`config.mk`:
```
export PLATFORM = sky130hd
export DESIGN_NAME = mips_processor
export DESIGN_NICKNAME = d
export VERILOG_FILES = /design/src/rtl/mips_processor_pkg.sv /design/src/rtl/mips_alu.sv /design/src/rtl/mips_processor.sv
export SDC_FILE = /design/constraint.sdc
export NUM_CORES = 2
export LEC_CHECK = 0
export CAP_MARGIN = 20
export CORE_UTILIZATION = 53
export CTS_CLUSTER_SIZE = 30
export DETAILED_ROUTE_END_ITERATION = 8
export PLACE_DENSITY = 0.71
export SLEW_MARGIN = 20
export SYNTH_ARGS = -nofsm -noshare
export SYNTH_HDL_FRONTEND = slang
export SYNTH_HIERARCHICAL = 1
export SYNTH_SLANG_ARGS = --single-unit
```
`constraint.sdc`:
```
create_clock -name clk -period 26 [get_ports clk]
set_clock_uncertainty 0.1 [all_clocks]
set_input_delay 5.2 -clock clk [delete_from_list [all_inputs] [get_ports clk]]
set_output_delay 5.2 -clock clk [all_outputs]
set_load 0.02 [all_outputs]
```
`src/rtl/mips_processor_pkg.sv`:
```
// mips_processor_pkg: opcodes, instruction field positions and the program ROM contents
package mips_processor_pkg;
  typedef enum logic [3:0] {
    OP_NOP, OP_LI, OP_ADD, OP_SUB, OP_AND, OP_OR, OP_XOR, OP_NOT, OP_SLL, OP_MOV, OP_COMP
  } opcode_t;
  localparam int OP_LSB = 28;
  localparam int RD_LSB = 24;
  localparam int RS_LSB = 20;
  localparam int RT_LSB = 16;
  localparam int IMM_W  = 16;
  function automatic logic [31:0] enc(input opcode_t op, input logic [3:0] rd, input logic [3:0] rs,
                                      input logic [3:0] rt, input logic [15:0] imm);
    return {op, rd, rs, rt, imm};
  endfunction
  function automatic logic [31:0] rom_word(input int a);
    case (a)
      1:  return enc(OP_LI,   4'd0,  4'd0, 4'd0, 16'hFFFF);
      2:  return enc(OP_LI,   4'd1,  4'd0, 4'd0, 16'd1);
      3:  return enc(OP_LI,   4'd2,  4'd0, 4'd0, 16'd2);
      4:  return enc(OP_LI,   4'd3,  4'd0, 4'd0, 16'd0);
      5:  return enc(OP_LI,   4'd4,  4'd0, 4'd0, 16'd3);
      6:  return enc(OP_LI,   4'd5,  4'd0, 4'd0, 16'd4);
      7:  return enc(OP_ADD,  4'd6,  4'd1, 4'd0, 16'd0);
      8:  return enc(OP_NOT,  4'd7,  4'd4, 4'd0, 16'd0);
      9:  return enc(OP_SUB,  4'd8,  4'd0, 4'd1, 16'd0);
      10: return enc(OP_ADD,  4'd8,  4'd1, 4'd8, 16'd0);
      11: return enc(OP_SUB,  4'd8,  4'd8, 4'd2, 16'd0);
      12: return enc(OP_XOR,  4'd10, 4'd0, 4'd0, 16'd0);
      13: return enc(OP_AND,  4'd10, 4'd2, 4'd4, 16'd0);
      14: return enc(OP_COMP, 4'd10, 4'd3, 4'd0, 16'd0);
      15: return enc(OP_MOV,  4'd11, 4'd5, 4'd0, 16'd0);
      16: return enc(OP_SLL,  4'd11, 4'd0, 4'd0, 16'd1);
      default: return '0;
    endcase
  endfunction
endpackage

```
`src/rtl/mips_alu.sv`:
```
// mips_alu: combinational ALU; ADD/SUB share one 33-bit adder (SUB = a + ~b + 1)
module mips_alu
  import mips_processor_pkg::*;
#(
  parameter int W = 32
) (
  input  opcode_t        op,
  input  logic [W-1:0]   a,
  input  logic [W-1:0]   b,
  input  logic [4:0]     shamt,
  output logic [W-1:0]   result,
  output logic           carry,
  output logic           overflow,
  output logic           eq
);
  logic [W-1:0] bb;
  logic [W:0]   sum;
  always_comb begin
    bb       = (op == OP_SUB) ? ~b : b;
    sum      = {1'b0, a} + {1'b0, bb} + {{W{1'b0}}, op == OP_SUB};
    carry    = sum[W];
    overflow = (a[W-1] == bb[W-1]) && (sum[W-1] != a[W-1]);
    eq       = a == b;
    case (op)
      OP_LI:   result = b;
      OP_ADD:  result = sum[W-1:0];
      OP_SUB:  result = sum[W-1:0];
      OP_AND:  result = a & b;
      OP_OR:   result = a | b;
      OP_XOR:  result = a ^ b;
      OP_NOT:  result = ~a;
      OP_SLL:  result = a << shamt;
      OP_MOV:  result = a;
      OP_COMP: result = {{(W-1){1'b0}}, eq};
      default: result = '0;
    endcase
  end
endmodule

```
`src/rtl/mips_processor.sv`:
```
// mips_processor: two-stage fetch/execute core with DMA-style IMEM load from the program ROM
module mips_processor
  import mips_processor_pkg::*;
#(
  parameter int aBit = 6,
  parameter int nBit = 32
) (
  input  logic            clk,
  input  logic            rst,
  input  logic            request,
  input  logic [aBit-1:0] addr,
  output logic [nBit-1:0] dout,
  output logic            acknowledge,
  output logic            carry,
  output logic            overflow,
  output logic            equal
);
  logic [nBit-1:0] imem [2**aBit];
  logic [nBit-1:0] regs [16];
  logic [aBit-1:0] pc;
  logic [nBit-1:0] ir;
  opcode_t         op;
  logic [nBit-1:0] a, b, res;
  logic            alu_c, alu_v, alu_eq, we;
  assign acknowledge = request;
  assign op = opcode_t'(ir[OP_LSB +: 4]);
  assign a  = regs[ir[RS_LSB +: 4]];
  assign b  = (op == OP_LI) ? {{(nBit-IMM_W){ir[IMM_W-1]}}, ir[IMM_W-1:0]} : regs[ir[RT_LSB +: 4]];
  assign we = (op != OP_NOP) && (op <= OP_COMP);
  mips_alu #(.W(nBit)) alu (
    .op(op), .a(a), .b(b), .shamt(ir[4:0]),
    .result(res), .carry(alu_c), .overflow(alu_v), .eq(alu_eq)
  );
  // IMEM survives reset so a loaded program can be rerun
  always_ff @(posedge clk)
    if (request) imem[addr] <= rom_word(int'(addr));
  always_ff @(posedge clk or posedge rst) begin
    if (rst) begin
      pc       <= aBit'(1);
      ir       <= '0;
      dout     <= '0;
      carry    <= 1'b0;
      overflow <= 1'b0;
      equal    <= 1'b0;
      for (int i = 0; i < 16; i++) regs[i] <= '0;
    end else if (!request) begin
      ir <= imem[pc];
      pc <= pc + 1'b1;
      if (we) begin
        regs[ir[RD_LSB +: 4]] <= res;
        dout                  <= res;
      end
      if (op == OP_ADD || op == OP_SUB) begin
        carry    <= alu_c;
        overflow <= alu_v;
      end
      if (op == OP_COMP) equal <= alu_eq;
    end
  end
endmodule

```
### Yosys cells after proc, flatten, opt, wreduce, memory -nomap -nowiden

Memories as Yosys holds them, arrays and structs flattened. A register that Yosys moved wholly into a read port is not among the register bits.
Cells that the tools add are included.

| storage, ports and cells | value |
|---|---|
| memories kept | 2 |
| word-level logic and storage cells | 80 |
| flip-flop bits (word level) | 553 |
| memory bits (writable) | 2048 |
| memory bits (read-only) | 1024 |
| output and inout port bits | 36 |
| input port bits | 9 |

Memories:

| name | depth | width | rd ports | clocked after Yosys merged registers in | wr ports | line | text |
|---|---|---|---|---|---|---|---|
| imem | 64 | 32 | 1 | 1 | 1 | mips_processor.sv:18 | `logic [nBit-1:0] imem [2**aBit];` |
| (no name shown) | 32 | 32 | 1 | 0 | 0 | mips_processor_pkg.sv:16 | `case (a)` |

| cells by class | value |
|---|---|
| reductions and logical operators | 10 |
| multiplexer cells | 16 |
| shift-type cells | 1 |
| bitwise operators | 9 |
| order comparisons | 5 |
| $add $sub $neg | 3 |
| eq/ne operators | 13 |

Operators by type and width:

| operator | count |
|---|---|
| $bwmux 512 | 1 |
| $mux 32 | 9 |
| $pmux 32 s9 | 1 |
| $bmux 32 s4 | 2 |
| $demux 32 s4 | 1 |
| $not 32->32 | 2 |
| $add 32x32->33 | 1 |
| $add 33x1->33 | 1 |
| $and 32x32->32 | 1 |
| $eq 32x32->1 | 1 |
| $or 32x32->32 | 1 |
| $shl 32x5->32 | 1 |
| $xor 32x32->32 | 1 |
| $eq 4x3->1 const B | 4 |
| $ge 5x5->1 const B | 3 |
| $not 4->5 | 3 |
| $eq 4x4->1 const B | 3 |
| $eq 4x2->1 const B | 2 |
| $add 6x1->6 const B | 1 |
| $reduce_and 2->1 | 3 |
| $lt 5x1->1 const B | 1 |
| $eq 4x1->1 const B | 1 |
| $le 4x4->1 const B | 1 |
| $reduce_bool 4->1 | 1 |
| 8 further kinds | 11 |

### Depth between registers and ports, before layout

| depth | value |
|---|---|
| word-level depth | 11 |
| depth in mapped cells | 20 |
| mapped depth without buffers | 15 |

### Modules after synthesis

The synthesis kept the hierarchy.

By module, submodules not included:

| module | seq. area each (um^2) | times used | cells each | area each (um^2) |
|---|---|---|---|---|
| mips_processor | 50830.0 | 1 | 3995 | 76151.8 |
| mips_alu | 0.0 | 1 | 883 | 6198.4 |

### Least setup slack after synthesis

OpenSTA, ideal clock, no wires.

| timing | value |
|---|---|
| kind | input -> register |
| from | in addr[0] |
| to | mem imem[0][28], data pin |
| arrival time | 11.617 ns |
| cell stages on the path | 6 |
| library setup time | 1.289 ns |
| path buffers | 1 |
| slack | 12.994 ns |
| cells stage by stage | clkbuf_1 -> inv_1 -> ha_1 -> nand2_1 -> a21oi_1 -> a2111oi_0 |

| on the way | value |
|---|---|
| longest elaborated chain between the ends | 3 |

RTL lines:

| element | line | text |
|---|---|---|
| start, declared | mips_processor.sv:11 | `input logic [aBit-1:0] addr,` |
| $mem_v2 32x32 | - |  |
| $mux 32 | mips_processor_pkg.sv:16 |  |
| $mux 32 | mips_processor.sv:36 | `if (request) imem[addr] <= rom_word(int'(addr));` |
| end, declared | mips_processor.sv:18 |  |

No other way between the ends. The select of a mux whose other input is x is not followed.

### Worst setup path after layout

| timing | value |
|---|---|
| from | in request |
| to | out acknowledge |

RTL lines:

| element | line | text |
|---|---|---|
| start, declared | mips_processor.sv:10 | `input logic request,` |
| end, declared | mips_processor.sv:13 | `output logic acknowledge,` |

No word-level cell between the ends.

==> impl_metrics.sql <==
INSERT INTO impl_metrics (metric_group, metric, value, unit) VALUES
('die', 'floorplan.initialDensity', '53.40', '%'),
('synth', 'syn-cell-area', '82350', 'µm²'),
('clock_network', 'cts_inserted_buffers', '180', ''),
('synth', 'seq_area_frac_synth', '61.72', '%'),
('clock_network', 'post_cts_resized', '0', ''),
('synth', 'syn-instance-count', '4878', ''),
('outcome', 'outcome', 'finished, violations left', ''),
('die', 'num_rows', '144', ''),
('setup_path', 'crit_required', '20.70', 'ns'),
('timing', 'postLayoutSetupSlackWorst', '14.47', 'ns'),
('grt', 'grt_pass1_vias', '46830', ''),
('synth', 'synth.lib_cells_used.distinct', '77', ''),
('placement', 'dpl.hpwl', '125000', 'µm'),
('clock_network', 'path_clk_slew', '0.06', 'ns'),
('clock_network', 'h-tree-depth', '4', ''),
('timing', 'fin_crit_sh', '44.35', '%'),
('detailed_routing', 'drt_pre_antenna_iters', '8', ''),
('synth', 'postSynth.topFlopCell', 'edfxtp_1', ''),
('grt', 'global_route.usage.total', '26.95', '%'),
('detailed_routing', 'drt_drc_violations_left', '22', ''),
('grt', 'grt_antenna_before_repair', '5', ''),
('grt', 'largest_net_degree_at_the_start_of_global_routing', '172', ''),
('outcome', 'failing_checks', 'DRC', ''),
('run', 'cap_violations', '0', ''),
('clock_network', 'cts.root.buffer_cell', 'clkbuf_16', ''),
('synth', 'ys_async_sr_fraction', '31.99', '%'),
('die', 'io_pins', '45', ''),
('detailed_routing', 'post_dr_vias_cell', '6.531', ''),
('setup_path', 'worstSetupEndpointType', 'primary output', ''),
('clock_network', 'cts_sinks', '1788', ''),
('die', 'floorplan.core_area', '154200', 'µm²'),
('grt', 'use_met2', '44.43', '%'),
('setup_path', 'cpPeakStageDelay', '0.69', 'ns'),
('timing', 'max-slew-margin-rel', '25.39', '%'),
('grt', 'grt_first_pass_wirelength', '310900', 'µm'),
('detailed_routing', 'route.vias.total', '46460', ''),
('synth', 'netlist_top_cells_area', 'edfxtp_1 44%, dfrtp_1 17%, mux4_2 16%', ''),
('detailed_routing', 'initialDrtViolationCount', '4822', ''),
('setup_path', 'cp_top_family', 'buffers and inverters', ''),
('pwr', 'total_power', '9.649', 'mW'),
('clock_network', 'post_cts.repair.setup_buffers', '0', ''),
('synth', 'yosysTopAreaCell', 'edfxtp_1', ''),
('timing', 'timing_hold_violations_final', '0', ''),
('die', 'fp.dieW', '396.2', 'µm'),
('placement', 'placed_cell_area', '85720', 'µm²'),
('grt', 'groute.layer.met3.usage', '4.369', '%'),
('setup_path', 'setup.worst_path.start_class', 'input port', ''),
('setup_path', 'worst-path-buf-inv', '2', ''),
('setup_path', 'cp_cell_sequence', 'buf_2 > clkdlybuf4s50_1', ''),
('cells_and_area', 'fraction_of_final_layout_cells_sized_beyond_drive_strength_1', '31.25', '%'),
('clock_network', 'max-clock-path-buffers', '3', ''),
('pwr', 'power.leakage', '31.51', 'nW'),
('setup_path', 'worst-path-max-fanout', '4', ''),
('cells_and_area', 'area_growth', '11.51', '%'),
('detailed_routing', 'routed_wire_length_per_instance', '29.41', 'µm'),
('timing', 'worst_slew_pin_slew', '1.116', 'ns'),
('placement', 'pre_cts_slack', '14.47', 'ns'),
('clock_network', 'cts_hold_repair.buffers', '0', ''),
('hold_path', 'hp-class', 'flop to flop', ''),
('cells_and_area', 'final_common_cell', 'edfxtp_1', ''),
('cells_and_area', 'fin_area', '91830', 'µm²'),
('grt', 'grt_util_met1', '36.41', '%'),
('die', 'die_area', '157000', 'µm²'),
('synth', 'postSynthAreaPerCell', '16.88', 'µm²'),
('setup_path', 'path_class', 'input port to primary output', ''),
('timing', 'rsz_0062_raised_after_global_routing', 'false', ''),
('timing', 'fin_crit', '11.53', 'ns'),
('pwr', 'power.density', '105.1', 'nW/µm²'),
('clock_network', 'worst_skew_pair.late_latency', '0.87', 'ns'),
('cells_and_area', 'num-nets-final', '5036', ''),
('die', 'die_y', '396.2', 'µm');
-- metrics by stage --
step / hold WS [ns] / instances / utilization (%)
2_1_floorplan: 0.3758 / 4878 / -
3_3_place_gp: 0.3866 / 6778 / 55.52
3_5_place_dp: 0.3980 / 6781 / 55.58
4_1_cts: 0.4112 / 7112 / 59.52
5_1_grt: 0.4198 / 7112 / 59.54
6_report: 0.4046 / 7114 / 59.54
-- registers in the layout, summed over array words and instances (netlist names) --
name / flops
carry: 1
dout: 32
equal: 1
imem: 1216
ir: 19
overflow: 1
pc: 6
regs: 512
-- report_power, final --
| part | switching (mW) | leakage (nW) | internal, mW | total [mW] |
|---|---|---|---|---|
| clock | 1.14 | 2.94 | 1.49 | 2.63 |
| combinational | 1.99 | 12.1 | 1.43 | 3.43 |
| sequential | 0.287 | 16.4 | 3.31 | 3.59 |
| total | 3.42 | 31.5 | 6.23 | 9.65 |
-- cells by family (layout without fill, tap and decap cells) --
logic type	Yosys count	count (layout)	share of synthesized area, %
flops	1788	1788	61.72
mux	1328	1328	25.84
simple gates	599	599	3.396
compound gates	526	526	4.456
buf+inv	471	661	2.320
fa+ha+maj	108	108	1.650
xor+xnor	58	58	0.6169
other cells	0	2	0
-- synth_stat cells, drive strengths merged, types with 7 or more instances --
| cell | n |
|---|---|
| nand3 | 48 |
| xor2 | 11 |
| a21o | 17 |
| nor3 | 19 |
| nor2 | 145 |
| o21bai | 8 |
| a221oi | 74 |
| o22ai | 8 |
| and2 | 9 |
| edfxtp | 1216 |
| a22oi | 41 |
| o21ai | 121 |
| a32oi | 21 |
| nand4 | 17 |
| nor4 | 10 |
| o221ai | 9 |
| mux2 | 561 |
| mux4 | 582 |
| a211oi | 35 |
| ha | 107 |
| o211ai | 20 |
| inv | 113 |
| o2111ai | 41 |
| nand2 | 233 |
| clkbuf | 181 |
| xnor2 | 47 |
| nor2b | 50 |
| mux2i | 185 |
| nand2b | 9 |
| and3 | 25 |
| nand3b | 7 |
| a31oi | 8 |
| a21oi | 98 |
| buf | 176 |
| dfrtp | 571 |
-- path summary, 6_finish.rpt --
kind	from	end	slack, ns	cells after the start
setup / recovery	request	acknowledge	14.47	2
hold / removal	dout[28]	dout[28]	0.40	1
setup reg to reg	ir[23]	regs[467]	18.59	16
hold reg to reg	dout[28]	dout[28]	0.40	1
max in group asynchronous	rst	ir[16]	18.38	4
min in group asynchronous	rst	regs[141]	4.84	2
-- per-layer routing --
layer / part of all wire (%) / vias to the layer above
met4: 3.7 / 8
met2: 50 / 1813
li1: - / 19560
met5: 0.026 / -
met3: 6.9 / 419
met1: 40 / 24660
-- area by class of cell --
type	instances	area, µm²
sequential	1788	50870
antenna	2	5.005
inverter	114	435.4
fill	11280	62400
clock buffer	236	4825
tap	2044	2557
multi-input combinational	2619	30110
timing repair buffer	216	1778
clock inverter	95	1255
No activity file was read; power rests on OpenSTA's default activity.
